--- src/rtl/pattern_detector_prog_if.sv ---
// Stream, configuration and match-handshake bundle for pattern_detector_prog.
// The master side is the byte-stream source / control FSM; the slave side is the detector.
interface pattern_detector_prog_if #(
    parameter int DATA_W  = 8,
    parameter int MAX_LEN = 8,
    parameter int CNT_W   = 16
);
    localparam int IDX_W = (MAX_LEN > 1) ? $clog2(MAX_LEN) : 1;
    localparam int LEN_W = $clog2(MAX_LEN + 1);

    logic [DATA_W-1:0] data;
    logic              data_valid;
    logic              cfg_we;
    logic [IDX_W-1:0]  cfg_idx;
    logic [DATA_W-1:0] cfg_char;
    logic              cfg_len_we;
    logic [LEN_W-1:0]  cfg_len;
    logic              overlap_en;
    logic              ack;
    logic              found_pattern;
    logic              overflow;
    logic [CNT_W-1:0]  match_count;

    modport master (
        output data, data_valid, cfg_we, cfg_idx, cfg_char,
               cfg_len_we, cfg_len, overlap_en, ack,
        input  found_pattern, overflow, match_count
    );

    modport slave (
        input  data, data_valid, cfg_we, cfg_idx, cfg_char,
               cfg_len_we, cfg_len, overlap_en, ack,
        output found_pattern, overflow, match_count
    );
endinterface

--- src/rtl/pattern_detector_prog.sv ---
// Programmable pattern detector: matches a runtime-loaded pattern of 1..MAX_LEN
// symbols against a qualified stream, queues matches as pending events that the
// consumer acknowledges one per ack cycle, and keeps a wrapping match count.
module pattern_detector_prog #(
    parameter int DATA_W  = 8,
    parameter int MAX_LEN = 8,
    parameter int PEND_W  = 3,
    parameter int CNT_W   = 16
) (
    input  logic                   clk,
    input  logic                   reset_sync,
    pattern_detector_prog_if.slave bus
);
    localparam int IDX_W = (MAX_LEN > 1) ? $clog2(MAX_LEN) : 1;
    localparam int LEN_W = $clog2(MAX_LEN + 1);
    localparam logic [LEN_W-1:0]  LEN_MAX  = LEN_W'(MAX_LEN);
    localparam logic [PEND_W-1:0] PEND_MAX = {PEND_W{1'b1}};

    logic [DATA_W-1:0] pattern [MAX_LEN];
    logic [DATA_W-1:0] history [MAX_LEN];
    logic [DATA_W-1:0] window  [MAX_LEN];
    logic [LEN_W-1:0]  len;
    logic [LEN_W-1:0]  fill;
    logic [LEN_W-1:0]  fill_inc;
    logic [LEN_W-1:0]  pat_idx;
    logic [PEND_W-1:0] pending;
    logic [PEND_W-1:0] pending_next;
    logic              found_q;
    logic              overflow_q;
    logic              overflow_set;
    logic [CNT_W-1:0]  count_q;
    logic              cfg_write;
    logic              match_ok;
    logic              match_hit;

    assign cfg_write         = bus.cfg_we | bus.cfg_len_we;
    assign match_hit         = bus.data_valid & ~cfg_write & match_ok;
    assign fill_inc          = (fill == LEN_MAX) ? fill : fill + 1'b1;
    assign bus.found_pattern = found_q;
    assign bus.overflow      = overflow_q;
    assign bus.match_count   = count_q;

    // Compare the incoming symbol plus the newest len-1 history symbols against the pattern, newest symbol against its last slot
    always_comb begin
        window[0] = bus.data;
        for (int i = 1; i < MAX_LEN; i++) begin
            window[i] = history[i-1];
        end
        pat_idx  = '0;
        match_ok = (len != '0) && (({1'b0, fill} + 1'b1) >= {1'b0, len});
        for (int i = 0; i < MAX_LEN; i++) begin
            if (LEN_W'(i) < len) begin
                pat_idx = len - 1'b1 - LEN_W'(i);
                if (window[i] != pattern[pat_idx[IDX_W-1:0]]) begin
                    match_ok = 1'b0;
                end
            end
        end
    end

    // Work out the pending-event count after this edge, flagging a match lost to saturation
    always_comb begin
        pending_next = pending;
        overflow_set = 1'b0;
        if (match_hit && !bus.ack) begin
            if (pending == PEND_MAX) begin
                overflow_set = 1'b1;
            end else begin
                pending_next = pending + 1'b1;
            end
        end else if (match_hit && bus.ack) begin
            if (pending == '0) begin
                pending_next = PEND_W'(1);
            end
        end else if (bus.ack && pending != '0) begin
            pending_next = pending - 1'b1;
        end
    end

    // Load pattern slots and the clamped pattern length from the configuration port
    always_ff @(posedge clk) begin
        if (reset_sync) begin
            for (int i = 0; i < MAX_LEN; i++) begin
                pattern[i] <= '0;
            end
            len <= '0;
        end else begin
            if (bus.cfg_we && (int'(bus.cfg_idx) < MAX_LEN)) begin
                pattern[bus.cfg_idx] <= bus.cfg_char;
            end
            if (bus.cfg_len_we) begin
                len <= (bus.cfg_len > LEN_MAX) ? LEN_MAX : bus.cfg_len;
            end
        end
    end

    // Shift accepted symbols into history and track how many arrived since the last clear
    always_ff @(posedge clk) begin
        if (reset_sync) begin
            for (int i = 0; i < MAX_LEN; i++) begin
                history[i] <= '0;
            end
            fill <= '0;
        end else if (cfg_write) begin
            fill <= '0;
        end else if (bus.data_valid) begin
            history[0] <= bus.data;
            for (int i = 1; i < MAX_LEN; i++) begin
                history[i] <= history[i-1];
            end
            if (match_hit && !bus.overlap_en) begin
                fill <= '0;
            end else begin
                fill <= fill_inc;
            end
        end
    end

    // Register the pending queue, the found flag, sticky overflow and the match counter
    always_ff @(posedge clk) begin
        if (reset_sync) begin
            pending    <= '0;
            found_q    <= 1'b0;
            overflow_q <= 1'b0;
            count_q    <= '0;
        end else begin
            pending <= pending_next;
            found_q <= (pending_next != '0);
            if (overflow_set) begin
                overflow_q <= 1'b1;
            end
            if (match_hit) begin
                count_q <= count_q + 1'b1;
            end
        end
    end
endmodule

--- src/flat_wrapper.sv ---
// flat-port wrapper written by rule: the top's interface ports become plain ports
module pattern_detector_prog_flat 
#(
    parameter int DATA_W  = 8,
    parameter int MAX_LEN = 8,
    parameter int PEND_W  = 3,
    parameter int CNT_W   = 16
)
  (clk, reset_sync, bus_data, bus_data_valid, bus_cfg_we, bus_cfg_idx, bus_cfg_char, bus_cfg_len_we, bus_cfg_len, bus_overlap_en, bus_ack, bus_found_pattern, bus_overflow, bus_match_count);
  pattern_detector_prog_if #(.DATA_W(DATA_W), .MAX_LEN(MAX_LEN), .CNT_W(CNT_W)) bus_i ();
  input  logic clk;
  input  logic reset_sync;
  input wire logic [$bits(bus_i.data)-1:0] bus_data;
  input wire logic [$bits(bus_i.data_valid)-1:0] bus_data_valid;
  input wire logic [$bits(bus_i.cfg_we)-1:0] bus_cfg_we;
  input wire logic [$bits(bus_i.cfg_idx)-1:0] bus_cfg_idx;
  input wire logic [$bits(bus_i.cfg_char)-1:0] bus_cfg_char;
  input wire logic [$bits(bus_i.cfg_len_we)-1:0] bus_cfg_len_we;
  input wire logic [$bits(bus_i.cfg_len)-1:0] bus_cfg_len;
  input wire logic [$bits(bus_i.overlap_en)-1:0] bus_overlap_en;
  input wire logic [$bits(bus_i.ack)-1:0] bus_ack;
  output wire logic [$bits(bus_i.found_pattern)-1:0] bus_found_pattern;
  output wire logic [$bits(bus_i.overflow)-1:0] bus_overflow;
  output wire logic [$bits(bus_i.match_count)-1:0] bus_match_count;
  assign bus_i.data = bus_data;
  assign bus_i.data_valid = bus_data_valid;
  assign bus_i.cfg_we = bus_cfg_we;
  assign bus_i.cfg_idx = bus_cfg_idx;
  assign bus_i.cfg_char = bus_cfg_char;
  assign bus_i.cfg_len_we = bus_cfg_len_we;
  assign bus_i.cfg_len = bus_cfg_len;
  assign bus_i.overlap_en = bus_overlap_en;
  assign bus_i.ack = bus_ack;
  assign bus_found_pattern = bus_i.found_pattern;
  assign bus_overflow = bus_i.overflow;
  assign bus_match_count = bus_i.match_count;
  pattern_detector_prog #(.DATA_W(DATA_W), .MAX_LEN(MAX_LEN), .PEND_W(PEND_W), .CNT_W(CNT_W)) u_core (.clk(clk), .reset_sync(reset_sync), .bus(bus_i));
endmodule
--- config.mk ---
export PLATFORM = sky130hd
export DESIGN_NAME = pattern_detector_prog_flat
export DESIGN_NICKNAME = d
export VERILOG_FILES = /design/src/rtl/pattern_detector_prog_if.sv /design/src/rtl/pattern_detector_prog.sv /design/src/flat_wrapper.sv
export SDC_FILE = /design/constraint.sdc
export NUM_CORES = 1
export LEC_CHECK = 0
export ABC_AREA = 1
export CELL_PAD_IN_SITES_DETAIL_PLACEMENT = 0
export CELL_PAD_IN_SITES_GLOBAL_PLACEMENT = 1
export CORE_ASPECT_RATIO = 0.6
export CORE_UTILIZATION = 45
export CTS_CLUSTER_DIAMETER = 150
export CTS_CLUSTER_SIZE = 28
export DETAILED_ROUTE_END_ITERATION = 10
export PLACE_DENSITY_LB_ADDON = 0.12
export RECOVER_POWER = 25
export SLEW_MARGIN = 5
export SYNTH_ARGS = -nofsm -noshare
export SYNTH_HDL_FRONTEND = slang
export SYNTH_SLANG_ARGS = --single-unit
--- constraint.sdc ---
create_clock -name clk -period 9.5 [get_ports clk]
set_input_delay 1.9 -clock clk [delete_from_list [all_inputs] [get_ports clk]]
set_output_delay 1.9 -clock clk [all_outputs]
set_load 0.03 [all_outputs]
==> results.md <==
* Cts-stage hold buffer count at 0
* Post-route insts no fill at 1901
* First-pass GRT wire length at slightly above 50000 um
* Run status: finished with violations
* Register area share after synthesis at 0.4093
* # Post-CTS Setup Buffers at 0
* RSZ-0062 raised after global routing: no
* Die ar. at ~23000 sq um
* #FFs+latches synth at about 150
* Vias in the first global route at approximately 9000
* Worst Skew at about 0.012 ns
* Initial antenna violation count at 0
* Worst-skew pair later-pin latency at 0.44 ns
* Final Max Tran Viols at 57
* ANT cells at 0
* Fillers at approximately 2300
* Syn. warnings at 0
* Final Setup Violations at 0
* Switch share at 0.3591
* Setup crit end kind: flip-flop
* CTS Buf Count at 17
* Failing checks: max-capacitance violations, max-slew violations
* Syn Nets at ~1600
* Unique masters post-synth at 36
* Routed length per instance at ~17 um
* Routability cong. at around 0.94
* TNS Setup at 0 ns
* First DRT Iteration DRCs at slightly above 1000
* Fin. Hold Viols at 0
* Worst Path Required at 9.48 ns
* Fin util at 0.5124
* PortBufs at between 40 and 50
* DRC Markers at 0
* Multi-input logic area at between 5000 and 6000 sq um
* Layout cells sized above 1 at 0.03955
* Most frequent cells in the layout: nand2_1 (682), nand3_1 (199), nor2_1 (187), inv_1 (165), edfxtp_1 (120)
* Pin count of the biggest net entering global routing at 89
* Initial core utilization at 0.4610
* Cell-internal power at around 0.0012 W
* Part of the power in the clock network at 0.337
* Vias at roughly 9900
* WL final at about 33000 um
* Die span in x at 196.6 um
* Critical-path maximum fanout at 56
* Rel. slew slack at -1.179
* CP Launch Type: input port
* Worst EP arrival at roughly 6 ns
* Synth-to-Final Area Change at 11.14%
* Tot GR Track Use at 0.2988
* # resized after CTS at 0
* Power Density at 169.2 nW/um^2
* Core Rows at 42
* Core Area at approximately 22000 sq um
* Crit path buf inv count at 3
* Max Clk Rate at 0.1639 GHz
* Max-cap violation count at 1
* Leak at roughly 5.6 nW
* Vias/cell at roughly 5.2
* # placed instances at ~1900
* CP max stage cell: clkbuf_1
* Hpwl dp at 25360 um
* Min Tclk post-route at between 6 and 7 ns
* Commonest non-fill, non-tap cell in the layout: nand2_1
* # IOs at 48
* Comb pwr share at 0.256
* Peak VDD IR at between 0.1 and 0.15 mV
* 1st-pass router iterations at 5
* Final net count at between 1500 and 2000
* CTS H-tree lvls at 4
* Hold crit path type: reg -> reg
* CTS Sinks at around 150
* Syn Area/Cell at 6.545 sq um
* Post-Synthesis Cells at between 1500 and 2000
* Final ANT Viol Nets at 0
* Worst-path cell chain: dlygate4sd3_1 > inv_1 > nand2_2 > clkbuf_1
* Max Root-Sink Buffers at 2
* Setup CP Type: in -> reg
* NetSw at approximately 0.00069 W
* Clock Tree Root: clkbuf_16
* Mapped Area at 10220 sq um
* Delay-heaviest family, CP: buffers and inverters
* Slew @ Worst Pin at ~3.3 ns
* Die height at approximately 120 um
* Flop pwr share at 0.408
* Total power at slightly below 0.002 W
* Clk pin slew, worst setup/hold paths at ~0.07 ns
* Total overflow reported by the global router at 0
* Sequential cell area at around 4200 sq um
* Critical path's largest stage delay at 2.33 ns
* Final Cycle Share at 0.6422
* CTS tree: yes
routing by layer:
layer  global-route usage  wire length (um)
met5                    0                 0
met1               0.4499             16180
met4              0.06880               484
met3              0.09561              3678
met2               0.4085             12900
cell usage after synthesis (all sizes together):
| cell | count | area, sq um |
|---|---|---|
| a211oi | 1 | 7.510 |
| a21o | 1 | 7.510 |
| a21oi | 19 | 95.09 |
| buf | 39 | 247.7 |
| clkbuf | 14 | 52.55 |
| clkinv | 1 | 5.000 |
| dfxtp | 29 | 580.6 |
| edfxtp | 120 | 3603 |
| ha | 13 | 162.7 |
| inv | 170 | 638.1 |
| nand2 | 695 | 2651 |
| nand3 | 201 | 1016 |
| nand3b | 3 | 22.52 |
| nand4 | 15 | 93.84 |
| nor2 | 190 | 725.7 |
| nor3 | 5 | 25.02 |
| nor3b | 1 | 7.510 |
| o211ai | 1 | 7.510 |
| o21a | 2 | 15.01 |
| o21ai | 29 | 145.1 |
| o21bai | 3 | 33.78 |
| or2 | 3 | 18.78 |
| xor2 | 7 | 61.31 |
registers in the layout, indices dropped and copies added, names as in the netlist:
| signal | count |
|---|---|
| u_core.bus.match_count | 16 |
| u_core.pending | 3 |
| u_core.bus.overflow | 1 |
| u_core.len | 4 |
| u_core.pattern | 64 |
| u_core.history | 56 |
| u_core.fill | 4 |
| u_core.bus.found_pattern | 1 |
kinds of logic after synthesis:
logic type	after synthesis	share of synthesized area
adders and majority gates	13	0.01591
and+or+nand+nor	1113	0.4461
AOI/OAI and AO/OA	56	0.03047
xor gates and xnor gates	7	0.005997
DFF	149	0.4093
buffers and inverters	224	0.09228
per-stage QoR:
stage               hold WS [ns]  setup slack (ns)  instance area (sq um)
floorplan                 0.4725             5.370                  10220
global placement          0.4590             4.412                  10820
detailed placement        0.4652             4.368                  10820
CTS                       0.4827             4.789                  11370
global route              0.4943             3.078                  11360
finish                    0.4711             3.399                  11360
worst paths after layout:
path / from / end / slack [ns] / cells after the start
worst max-delay path: reset_sync / u_core.history[0][15]$_SDFFCE_PN0P_ / 3.40 / 4
worst min-delay path: u_core.bus.overflow$_SDFFE_PP0P_ / u_core.bus.overflow$_SDFFE_PP0P_ / 0.47 / 1
worst max register to register: u_core.len[1]$_SDFFE_PP0P_ / u_core.bus.match_count[14]$_SDFFE_PP0N_ / 4.64 / 25
worst min register to register: u_core.bus.overflow$_SDFFE_PP0P_ / u_core.bus.overflow$_SDFFE_PP0P_ / 0.47 / 1
final cells by class:
class | instances | share of cell area
Clock buffer | 17 | 0.03744
Clock inverter | 15 | 0.01035
Inverter | 171 | 0.05660
Multi-Input combinational cell | 1189 | 0.4490
Sequential cell | 149 | 0.3684
Tap cell | 308 | 0.03392
Timing Repair Buffer | 52 | 0.04438
power by group through the flow:
| stage | combinational (W) | sequential, W | clock (W) |
|---|---|---|---|
| finish | 0.000491 | 0.000783 | 0.000647 |
| global route | 0.000558 | 0.000787 | 0.000677 |
| CTS | 0.000486 | 0.000780 | 0.000654 |
| detailed placement | 0.000483 | 0.000793 | 0 |
| global placement | 0.000479 | 0.000794 | 0 |
| floorplan | 0.000355 | 0.000778 | 0 |
No activity file was read; power rests on OpenSTA's default activity.
